**src/rtl/tc_pkg.sv**
```systemverilog
// rtl/tc_pkg.sv - shared encodings, register offsets and byte-merge helper for tc_timer
package tc_pkg;

    typedef enum logic [1:0] {
        ST_IDLE = 2'd0,
        ST_LOAD = 2'd1,
        ST_CNT  = 2'd2,
        ST_INT  = 2'd3
    } state_t;

    localparam logic [1:0] OFF_CTRL   = 2'd0;
    localparam logic [1:0] OFF_PRESET = 2'd1;
    localparam logic [1:0] OFF_COUNT  = 2'd2;

    localparam int EN_B     = 0;
    localparam int MODE_LSB = 1;
    localparam int IM_B     = 3;

    localparam logic [1:0] MODE_ONESHOT = 2'b00;
    localparam logic [1:0] MODE_RELOAD  = 2'b01;

    function automatic logic [31:0] merge(input logic [31:0] cur,
                                          input logic [31:0] wr,
                                          input logic [3:0]  be);
        logic [31:0] res;
        res = cur;
        for (int i = 0; i < 4; i++) begin
            if (be[i]) begin
                res[8*i +: 8] = wr[8*i +: 8];
            end
        end
        return res;
    endfunction

endpackage

```
**src/rtl/tc_timer.sv**
```systemverilog
// rtl/tc_timer.sv - memory-mapped down-counting timer with one-shot/auto-reload modes and maskable irq
module tc_timer
    import tc_pkg::*;
#(
    parameter logic [31:0] BASE = 32'h0000_7F00
) (
    input  logic        clk,
    input  logic        reset,
    input  logic [31:0] addr,
    input  logic [3:0]  byteen,
    input  logic [31:0] wdata,
    output logic [31:0] rdata,
    output logic        irq
);

    state_t      state_q, state_d;
    logic [3:0]  ctrl_q, ctrl_d;
    logic [31:0] preset_q, preset_d;
    logic [31:0] count_q, count_d;
    logic        flag_q, flag_d;

    logic        hit;
    logic [1:0]  off;
    logic        wr_any, wr_ctrl, wr_preset;
    logic [3:0]  ctrl_wr_val;
    logic        en, auto_reload;
    logic        set_flag, fsm_clr_flag, bus_clr_flag, fsm_clr_en;
    logic        unused_addr_bits;

    assign unused_addr_bits = &{1'b0, addr[1:0]};

    always_comb begin
        hit         = (addr[31:4] == BASE[31:4]);
        off         = addr[3:2];
        wr_any      = hit && (byteen != 4'd0);
        wr_ctrl     = wr_any && (off == OFF_CTRL);
        wr_preset   = wr_any && (off == OFF_PRESET);
        // Every stored CTRL bit lives in byte 0.
        ctrl_wr_val = byteen[0] ? wdata[3:0] : ctrl_q;
        en          = ctrl_q[EN_B];
        auto_reload = (ctrl_q[MODE_LSB +: 2] == MODE_RELOAD);
    end

    always_comb begin
        rdata = 32'd0;
        if (hit) begin
            case (off)
                OFF_CTRL:   rdata = {28'd0, ctrl_q};
                OFF_PRESET: rdata = preset_q;
                OFF_COUNT:  rdata = count_q;
                default:    rdata = 32'd0;
            endcase
        end
    end

    always_comb begin
        state_d      = state_q;
        count_d      = count_q;
        set_flag     = 1'b0;
        fsm_clr_flag = 1'b0;
        fsm_clr_en   = 1'b0;
        case (state_q)
            ST_IDLE: begin
                if (en) begin
                    state_d = ST_LOAD;
                end
            end
            ST_LOAD: begin
                count_d = preset_q;
                state_d = ST_CNT;
            end
            ST_CNT: begin
                if (!en) begin
                    state_d = ST_IDLE;
                end else if (count_q > 32'd1) begin
                    count_d = count_q - 32'd1;
                end else begin
                    count_d  = 32'd0;
                    set_flag = 1'b1;
                    state_d  = ST_INT;
                end
            end
            ST_INT: begin
                if (auto_reload) begin
                    fsm_clr_flag = 1'b1;
                    state_d      = ST_LOAD;
                end else begin
                    fsm_clr_en = 1'b1;
                    state_d    = ST_IDLE;
                end
            end
            default: state_d = ST_IDLE;
        endcase
    end

    always_comb begin
        ctrl_d = ctrl_q;
        if (fsm_clr_en) begin
            ctrl_d[EN_B] = 1'b0;
        end
        if (wr_ctrl) begin
            ctrl_d = ctrl_wr_val;
        end
        preset_d = wr_preset ? merge(preset_q, wdata, byteen) : preset_q;

        // A CTRL write that only unmasks (IM=1, EN=0) leaves a pending one-shot flag visible.
        bus_clr_flag = wr_preset || (wr_ctrl && !(ctrl_wr_val[IM_B] && !ctrl_wr_val[EN_B]));
        flag_d = flag_q;
        if (bus_clr_flag || fsm_clr_flag) begin
            flag_d = 1'b0;
        end
        if (set_flag) begin
            flag_d = 1'b1;
        end
    end

    always_ff @(posedge clk) begin
        if (reset) begin
            state_q  <= ST_IDLE;
            ctrl_q   <= 4'd0;
            preset_q <= 32'd0;
            count_q  <= 32'd0;
            flag_q   <= 1'b0;
        end else begin
            state_q  <= state_d;
            ctrl_q   <= ctrl_d;
            preset_q <= preset_d;
            count_q  <= count_d;
            flag_q   <= flag_d;
        end
    end

    assign irq = flag_q & ctrl_q[IM_B];

endmodule

```
**config.mk**
```make
export PLATFORM = sky130hd
export DESIGN_NAME = tc_timer
export DESIGN_NICKNAME = d
export VERILOG_FILES = /design/src/rtl/tc_pkg.sv /design/src/rtl/tc_timer.sv
export SDC_FILE = /design/constraint.sdc
export NUM_CORES = 1
export LEC_CHECK = 0
export CORE_ASPECT_RATIO = 0.75
export CORE_MARGIN = 2
export CORE_UTILIZATION = 45
export DETAILED_ROUTE_END_ITERATION = 10
export GPL_ROUTABILITY_DRIVEN = 0
export GPL_TIMING_DRIVEN = 1
export PLACE_DENSITY = 0.77
export SLEW_MARGIN = 20
export SYNTH_ARGS = -nofsm -noshare
export SYNTH_HDL_FRONTEND = slang
export SYNTH_SLANG_ARGS = --single-unit
```
**constraint.sdc**
```tcl
create_clock -name clk -period 2.9 [get_ports clk]
set_clock_uncertainty 0.2 [all_clocks]
set_input_delay 0.58 -clock clk [delete_from_list [all_inputs] [get_ports clk]]
set_output_delay 0.58 -clock clk [all_outputs]
set_load 0.03 [all_outputs]
```
==> reports/qor.yml, run 1 <==
finish:
  final_layout_size_suffix_gt1_share_pct: 25.8
  nNetsFinal: 717
  num-fill-cells: 702
  mostFrequentLayoutCell: "sky130_fd_sc_hd__dfxtp_1"
  area_growth_pct: 52.1
  antenna_cell_count: 0
  post-route-util_pct: 69.5
  most-common-layout-cells: "sky130_fd_sc_hd__dfxtp_1 (71), sky130_fd_sc_hd__nor2_1 (62), sky130_fd_sc_hd__buf_6 (41), sky130_fd_sc_hd__buf_4 (41), sky130_fd_sc_hd__mux2i_1 (40)"
clock_tree:
  cts.sinks: 71
  cts_buffer_depth: 2
  clockRootBuffer: "sky130_fd_sc_hd__clkbuf_16"
  clk_pin_slew_worst_paths_ns: 0.05
  tritoncts: "built"
  worstSkewPairLatency_ns: 0.34
  cts_max_level: 3
  cts_made_buffers: 9
setup_path:
  worst-r2r-setup-slack_ns: 0.10
  path_class: "primary input to output pin"
  worstSetupStartpointType: "primary input"
  critical_path.cell_chain: "buf_6 -> nor4_4 -> nand4_1 -> or3_4 -> buf_12 -> nor2_4 -> buf_6"
  crit-reg2reg-capture: "count_q[30]$_SDFFE_PP0P_"
  timing.critical_path.fanout_max: 7
  worst_ep_arrival_time_ns: 2.08
  reg2regPathDepth: 8
  worst-endpoint-required_ns: 2.12
  critical-path-top-delay-family: "simple AND/OR/NAND/NOR gates"
  worst_r2r_startpoint: "count_q[24]$_SDFFE_PP0P_"
  critPathMaxStageDelay_ns: 0.54
  timing.critical_path.mode_cell: "sky130_fd_sc_hd__buf_6"
  slowest_stage: "sky130_fd_sc_hd__or3_4"
  critical_path_buf_inv_count: 3
  endpoint_kind: "output pin"
timing:
  report.final.slew_viol_count: 0
  worst_slew_margin_rel_pct: 51.8
  finalCritPeriodShare_pct: 98.8
  timing.fmax_mhz: 349
  setup_violations: 0
  hold_viol_final: 0
  worst-slew-pin-transition_ns: 0.723
  final.min_clock_period_ns: 2.86
  unrepaired_setup_endpoints_after_global_routing: "true"
synth:
  avgSynthCellArea_um2: 7.87
  synth-async-reset-ratio_pct: 0
  synth.cell_area_um2: 4080
  netlist-cell-type-count: 53
  yosysWarningCount: 0
  postSynthCellCount: 519
  synth-edff-count: 0
  postSynth.topFlopCell: "sky130_fd_sc_hd__dfxtp_1"
  yosysSeqAreaShare_pct: 34.8
  synth-seq-cells: 71
  syn-num-nets: 591
routing:
  detail_route.drc_violations: 0
  antenna_violating_nets_post_route: 0
  detail_route.wl_per_cell_um: 18.7
  dr.first_iter.drc_count: 515
  routed_via_density: 6.12
  initial_drt_pass_iterations: 6
  wirelength_um: 14200
  dr_total_vias: 4666
grt:
  grt_use_met3_pct: 8.53
  global_route.usage.total_pct: 29.4
  grt_max_degree: 67
  via_count_of_the_first_global_routing_pass: 4503
  global_route_wire_length_before_repair_um: 22900
  grt_most_used_layer: "met2"
  grt_overflow: 0
  grt_util_met1_pct: 39.9
  grtUsageMet2_pct: 45.5
  antenna_violations_before_repair: 0
power:
  total_power_mw: 2.34
  areal_power_density_over_the_cells_nw_per_um2: 377
  power.static_leakage_nw: 2.52
  vdd_ir_drop_max_mv: 0.325
die:
  floorplan.initialDensity_pct: 45.7
  boundaryPins: 103
  core_area_um2: 8930
  floorplan.die.width_um: 114
  num_rows: 30
  die_h_um: 86.5
  floorplan.die_area_um2: 9860
worst_hold_path:
  hold_path_endpoint: "flag_q$_SDFFE_PP0P_"
  worst_hold_startpoint: "flag_q$_SDFFE_PP0P_"
  min-delay-path-class: "register to register"
  whs_path_depth: 2
run_status:
  status: "completed"
run:
  cap_viol_max_count: 0
place:
  detailedPlacementHpwl_um: 9430
  count_of_input_and_output_buffers: 100
## layer usage
layer / share of wire, % / vias up
met5: 0 / -
met4: 1.6 / 0
met3: 10 / 25
met2: 46 / 268
met1: 43 / 2175
li1: - / 2198
## power breakdown
part / switching, mW / internal (mW)
logic: 0.0653 / 0.0868
clock network: 0.414 / 0.799
registers: 0.000000000425 / 0.976
total: 0.479 / 1.86
## synth_stat cells (3+ instances only)
cell type,number,area [um^2]
sky130_fd_sc_hd__nor2_1,94,353
sky130_fd_sc_hd__dfxtp_1,71,1420
sky130_fd_sc_hd__mux2i_1,40,400
sky130_fd_sc_hd__a22oi_1,33,248
sky130_fd_sc_hd__a21oi_1,31,155
sky130_fd_sc_hd__clkbuf_1,31,116
sky130_fd_sc_hd__nand2_1,26,97.6
sky130_fd_sc_hd__nor4_1,20,125
sky130_fd_sc_hd__nor3_1,18,90.1
sky130_fd_sc_hd__inv_1,15,56.3
sky130_fd_sc_hd__nand3_1,13,65.1
sky130_fd_sc_hd__o21ai_0,11,55.1
sky130_fd_sc_hd__o32ai_1,10,87.6
sky130_fd_sc_hd__nand4_1,8,50.1
sky130_fd_sc_hd__o31ai_1,8,60.1
sky130_fd_sc_hd__or3_1,8,50.1
sky130_fd_sc_hd__a31oi_1,7,43.8
sky130_fd_sc_hd__a211oi_1,5,37.5
sky130_fd_sc_hd__a32o_1,4,40.0
sky130_fd_sc_hd__a32oi_1,4,35.0
sky130_fd_sc_hd__nor2b_1,4,25.0
sky130_fd_sc_hd__or2_2,4,25.0
sky130_fd_sc_hd__or4_1,4,30.0
sky130_fd_sc_hd__nand3b_1,3,22.5
sky130_fd_sc_hd__nor3b_1,3,22.5
sky130_fd_sc_hd__nor4b_1,3,26.3
sky130_fd_sc_hd__o21a_1,3,22.5
## state kept, by name, summed over array words and instances, names as in the netlist
name,cells
count_q,32
preset_q,32
ctrl_q,4
state_q,2
flag_q,1
## how the worst max path moves through the flow
| stage | end | start | cells after the start |
|---|---|---|---|
| floorplan | rdata[13] | addr[21] | 6 |
| global placement | ctrl_q[2]$_SDFFE_PP0P_ | addr[21] | 8 |
| detailed placement | ctrl_q[2]$_SDFFE_PP0P_ | addr[21] | 8 |
| CTS | rdata[30] | addr[27] | 7 |
| global route | rdata[1] | addr[30] | 7 |
| finish | rdata[9] | addr[25] | 7 |
## worst reg2reg max path: stages, from the launching register on
cell and delay (ns):
sky130_fd_sc_hd__dfxtp_1 0.31, sky130_fd_sc_hd__or4_1 0.57, sky130_fd_sc_hd__or4_4 0.54, sky130_fd_sc_hd__nor4_4 0.27, sky130_fd_sc_hd__buf_4 0.18, sky130_fd_sc_hd__buf_4 0.17
sky130_fd_sc_hd__nor2_1 0.06, sky130_fd_sc_hd__a22o_1 0.20, sky130_fd_sc_hd__a32o_1 0.20
## cell type report
type                            count  area [um^2]  share of cell area [%]
Clock buffer                       13          260                    4.19
Clock inverter                      3         65.1                    1.05
Inverter                           16         60.1                   0.967
Multi-Input combinational cell    394         2770                    44.6
Sequential cell                    71         1420                    22.9
Tap cell                          112          140                    2.26
Timing Repair Buffer              153         1500                    24.1
## timing repair
| action | 4_1_cts | 5_1_grt |
|---|---|---|
| hold buffers | 0 | 0 |
| cloned | 3 | 0 |
| resized for setup | 104 | 66 |
| pin swaps | 16 | 23 |
| endpoints found under the hold margin | 0 | 0 |
| setup endpoints to repair | 37 | 73 |
| buffers inserted | 9 | 3 |
## through the flow
stage | setup WS, ns | hold slack, ns | instance area (um^2) | setup TNS, ns | instances
floorplan | -0.0436 | 0.244 | 4150 | -1.12 | 519
global placement | -0.519 | 0.269 | 5390 | -16.92 | 732
detailed placement | -0.533 | 0.269 | 5390 | -17.48 | 732
CTS | -0.0756 | 0.276 | 5980 | -0.753 | 760
global route | -0.0928 | 0.307 | 6210 | -1.98 | 762
finish | 0.0352 | 0.276 | 6210 | 0 | 762
## kinds of logic (layout without fill, tap and decap cells)
family	Yosys count	count (layout)	synth area share, %
buf+inv	54	185	5.48
fa+ha+maj	2	2	0.613
mux	40	40	9.80
xor+xnor	2	2	0.429
simple gates	218	218	26.3
compound gates	132	132	22.6
flops	71	71	34.8
Power figures use the tool's default switching activity.
==> run 2, diff against run 1 <==
--- a/config.mk
+++ b/config.mk
@@ -9,7 +9,7 @@
 export CORE_MARGIN = 2
 export CORE_UTILIZATION = 45
 export DETAILED_ROUTE_END_ITERATION = 10
-export GPL_ROUTABILITY_DRIVEN = 0
+export GPL_ROUTABILITY_DRIVEN = 1
 export GPL_TIMING_DRIVEN = 1
 export PLACE_DENSITY = 0.77
 export SLEW_MARGIN = 20
==> run 2 against run 1 <==
Non-clock buffer count increased by 8. Power increased by 0.29%. Global-route usage about the same. Fmax decreased by 0.99%. Largest power group unchanged.
==> reports/qor.yml, run 2 (synthesized netlist as in run 1, its figures left out) <==
timing:
  report.final.slew_viol_count: 0  # unchanged
  worst-slew-pin-transition_ns: 0.996  # was 0.723 ns
  unrepaired_setup_endpoints_after_global_routing: "true"  # unchanged
  setup_violations: 0  # unchanged
  hold_viol_final: 0  # unchanged
  fin_hold_ws_ns: 0.284  # was 0.276 ns
  timing.fmax_mhz: 346  # was 349 MHz
  final.min_clock_period_ns: 2.89  # was 2.86 ns
  worst_slew_margin_rel_pct: 33.5  # was 51.8%
  finalCritPeriodShare_pct: 99.8  # was 98.8%
finish:
  fin_cells: 770  # was 762
  most-common-layout-cells: "sky130_fd_sc_hd__dfxtp_1 (71), sky130_fd_sc_hd__nor2_1 (62), sky130_fd_sc_hd__buf_4 (48)"  # was sky130_fd_sc_hd__dfxtp_1 (71), sky130_fd_sc_hd__nor2_1 (62), sky130_fd_sc_hd__buf_6 (41), sky130_fd_sc_hd__buf_4 (41), sky130_fd_sc_hd__mux2i_1 (40)
  mostFrequentLayoutCell: "sky130_fd_sc_hd__dfxtp_1"  # unchanged
  area_growth_pct: 54.8  # was 52.1%
  reg_top3: "count_q x32, preset_q x32, ctrl_q x4"  # unchanged
  post-route-util_pct: 70.8  # was 69.5%
  final_layout_size_suffix_gt1_share_pct: 27.5  # was 25.8%
  antenna_cell_count: 0  # unchanged
  nNetsFinal: 725  # was 717
setup_path:
  endpoint_kind: "output pin"  # unchanged
  worst-r2r-setup-slack_ns: 0.10  # about the same
  worst-endpoint-required_ns: 2.12  # about the same
  worst_ep_arrival_time_ns: 2.11  # was 2.08 ns
  critical_path.cell_chain: "buf_2 -> nor4_2 -> nand4_1 -> or3_4 -> buf_6 -> nor2_4 -> buf_6"  # was buf_6 -> nor4_4 -> nand4_1 -> or3_4 -> buf_12 -> nor2_4 -> buf_6
  timing.critical_path.fanout_max: 7  # unchanged
  worstSetupStartpointType: "primary input"  # unchanged
  crit-reg2reg-capture: "count_q[19]$_SDFFE_PP0P_"  # was count_q[30]$_SDFFE_PP0P_
  path_class: "primary input to output pin"  # unchanged
  slowest_stage: "sky130_fd_sc_hd__or3_4"  # unchanged
  timing.critical_path.mode_cell: "sky130_fd_sc_hd__buf_6"  # unchanged
  critPathMaxStageDelay_ns: 0.49  # was 0.54 ns
  worst_r2r_startpoint: "count_q[24]$_SDFFE_PP0P_"  # unchanged
  critical-path-top-delay-family: "simple AND/OR/NAND/NOR gates"  # unchanged
  reg2regPathDepth: 7  # was 8
  critical_path_buf_inv_count: 3  # unchanged
routing:
  wirelength_um: 14600  # was 14200 um
  dr_total_vias: 4757  # was 4666
  initial_drt_pass_iterations: 7  # was 6
  routed_via_density: 6.18  # was 6.12
  detail_route.wl_per_cell_um: 19.0  # was 18.7 um
  dr.first_iter.drc_count: 492  # was 515
  detail_route.drc_violations: 0  # unchanged
  antenna_violating_nets_post_route: 0  # unchanged
worst_hold_path:
  hold_path_endpoint: "flag_q$_SDFFE_PP0P_"  # unchanged
  worst_hold_startpoint: "flag_q$_SDFFE_PP0P_"  # unchanged
  min-delay-path-class: "register to register"  # unchanged
  whs_path_depth: 2  # unchanged
die:
  floorplan.die.width_um: 114  # unchanged
  core_area_um2: 8930  # unchanged
  floorplan.die_area_um2: 9860  # unchanged
  die_h_um: 86.5  # unchanged
  boundaryPins: 103  # unchanged
  num_rows: 30  # unchanged
  floorplan.initialDensity_pct: 45.7  # unchanged
run_status:
  status: "completed"  # unchanged
power:
  total_power_mw: 2.35  # was 2.34 mW
  areal_power_density_over_the_cells_nw_per_um2: 371  # was 377 nW/um^2
  vdd_ir_drop_max_mv: 0.497  # was 0.325 mV
  power.static_leakage_nw: 2.58  # was 2.52 nW
clock_tree:
  cts_hold_repair.buffers: 0  # unchanged
  cts_buffer_depth: 2  # unchanged
  cts_made_buffers: 9  # unchanged
  clk_pin_slew_worst_paths_ns: 0.06  # was 0.05 ns
  tritoncts: "built"  # unchanged
  worstSkewPairLatency_ns: 0.35  # was 0.34 ns
  cts.sinks: 71  # unchanged
  cts_max_level: 3  # unchanged
  clockRootBuffer: "sky130_fd_sc_hd__clkbuf_16"  # unchanged
run:
  cap_viol_max_count: 0  # unchanged
grt:
  antenna_violations_before_repair: 0  # unchanged
  grt_max_degree: 42  # was 67
  grt_overflow: 0  # unchanged
  global_route.usage.total_pct: 29.4  # about the same
  global_route_wire_length_before_repair_um: 23000  # was 22900 um
  via_count_of_the_first_global_routing_pass: 4440  # was 4503
place:
  routabilityCongestion: 0.929
  detailedPlacementHpwl_um: 9240  # was 9430 um
  place_inst: 731  # was 732
  count_of_input_and_output_buffers: 100  # unchanged
-- run 2: repair_timing --
item                                    CTS  global route
resized for setup                       105            77
endpoints found under the setup margin   37            64
cloned                                    2             1
pin swaps                                15            25
buffers inserted                         22             1
-- run 2: worst reg2reg max path, stage by stage (launching register included) --
cell and delay, ns:
sky130_fd_sc_hd__dfxtp_1 0.30, sky130_fd_sc_hd__or4_1 0.58, sky130_fd_sc_hd__or4_4 0.53, sky130_fd_sc_hd__or2_2 0.35
sky130_fd_sc_hd__o21ai_2 0.29, sky130_fd_sc_hd__buf_4 0.22, sky130_fd_sc_hd__o21a_1 0.14, sky130_fd_sc_hd__o32ai_1 0.07
-- run 2: how the worst max path moves through the flow --
stage          startpoint                     end  slack, ns  depth (start not counted)
2_1_floorplan    addr[21]               rdata[13]      -0.04                          6
3_3_place_gp     addr[21]  ctrl_q[2]$_SDFFE_PP0P_      -0.55                          8
3_5_place_dp     addr[21]  ctrl_q[2]$_SDFFE_PP0P_      -0.60                          8
4_1_cts          addr[18]               rdata[17]   0.000009                          8
5_1_grt          addr[15]               rdata[10]      -0.03                          7
6_report         addr[26]                rdata[3]      0.007                          7
-- run 2: stage by stage --
stage,setup TNS [ns],cell area [um^2],setup slack (ns)
final,0,6320,0.00652
after global routing,-0.225,6320,-0.0278
after CTS,0,6020,0.00000888
after detailed placement,-19.10,5390,-0.601
after global placement,-17.55,5390,-0.555
after floorplan,-1.12,4150,-0.0436
-- run 2: power breakdown --
part	total (mW)	internal [mW]	leakage, nW	switching (mW)
Clock	1.22	0.799	0.160	0.418
Sequential	0.976	0.976	0.571	0.000000000425
Combinational	0.155	0.0879	1.85	0.0672
-- run 2: area by class of cell --
cell class | instances | area [um^2]
clock buffer | 13 | 260
clock inverter | 3 | 65.1
fill | 673 | 2610
inverter | 16 | 60.1
multi-input combinational | 394 | 2800
sequential | 71 | 1420
tap | 112 | 140
timing repair buffer | 161 | 1580
-- run 2: metal layers --
layer  track usage (%)  vias up  routed length, um
met4              10.4        0                362
met2              45.0      290               6450
li1                  -     2217                  -
met5                 0        -                  0
met3              7.13       42               1420
met1              40.7     2208               6400
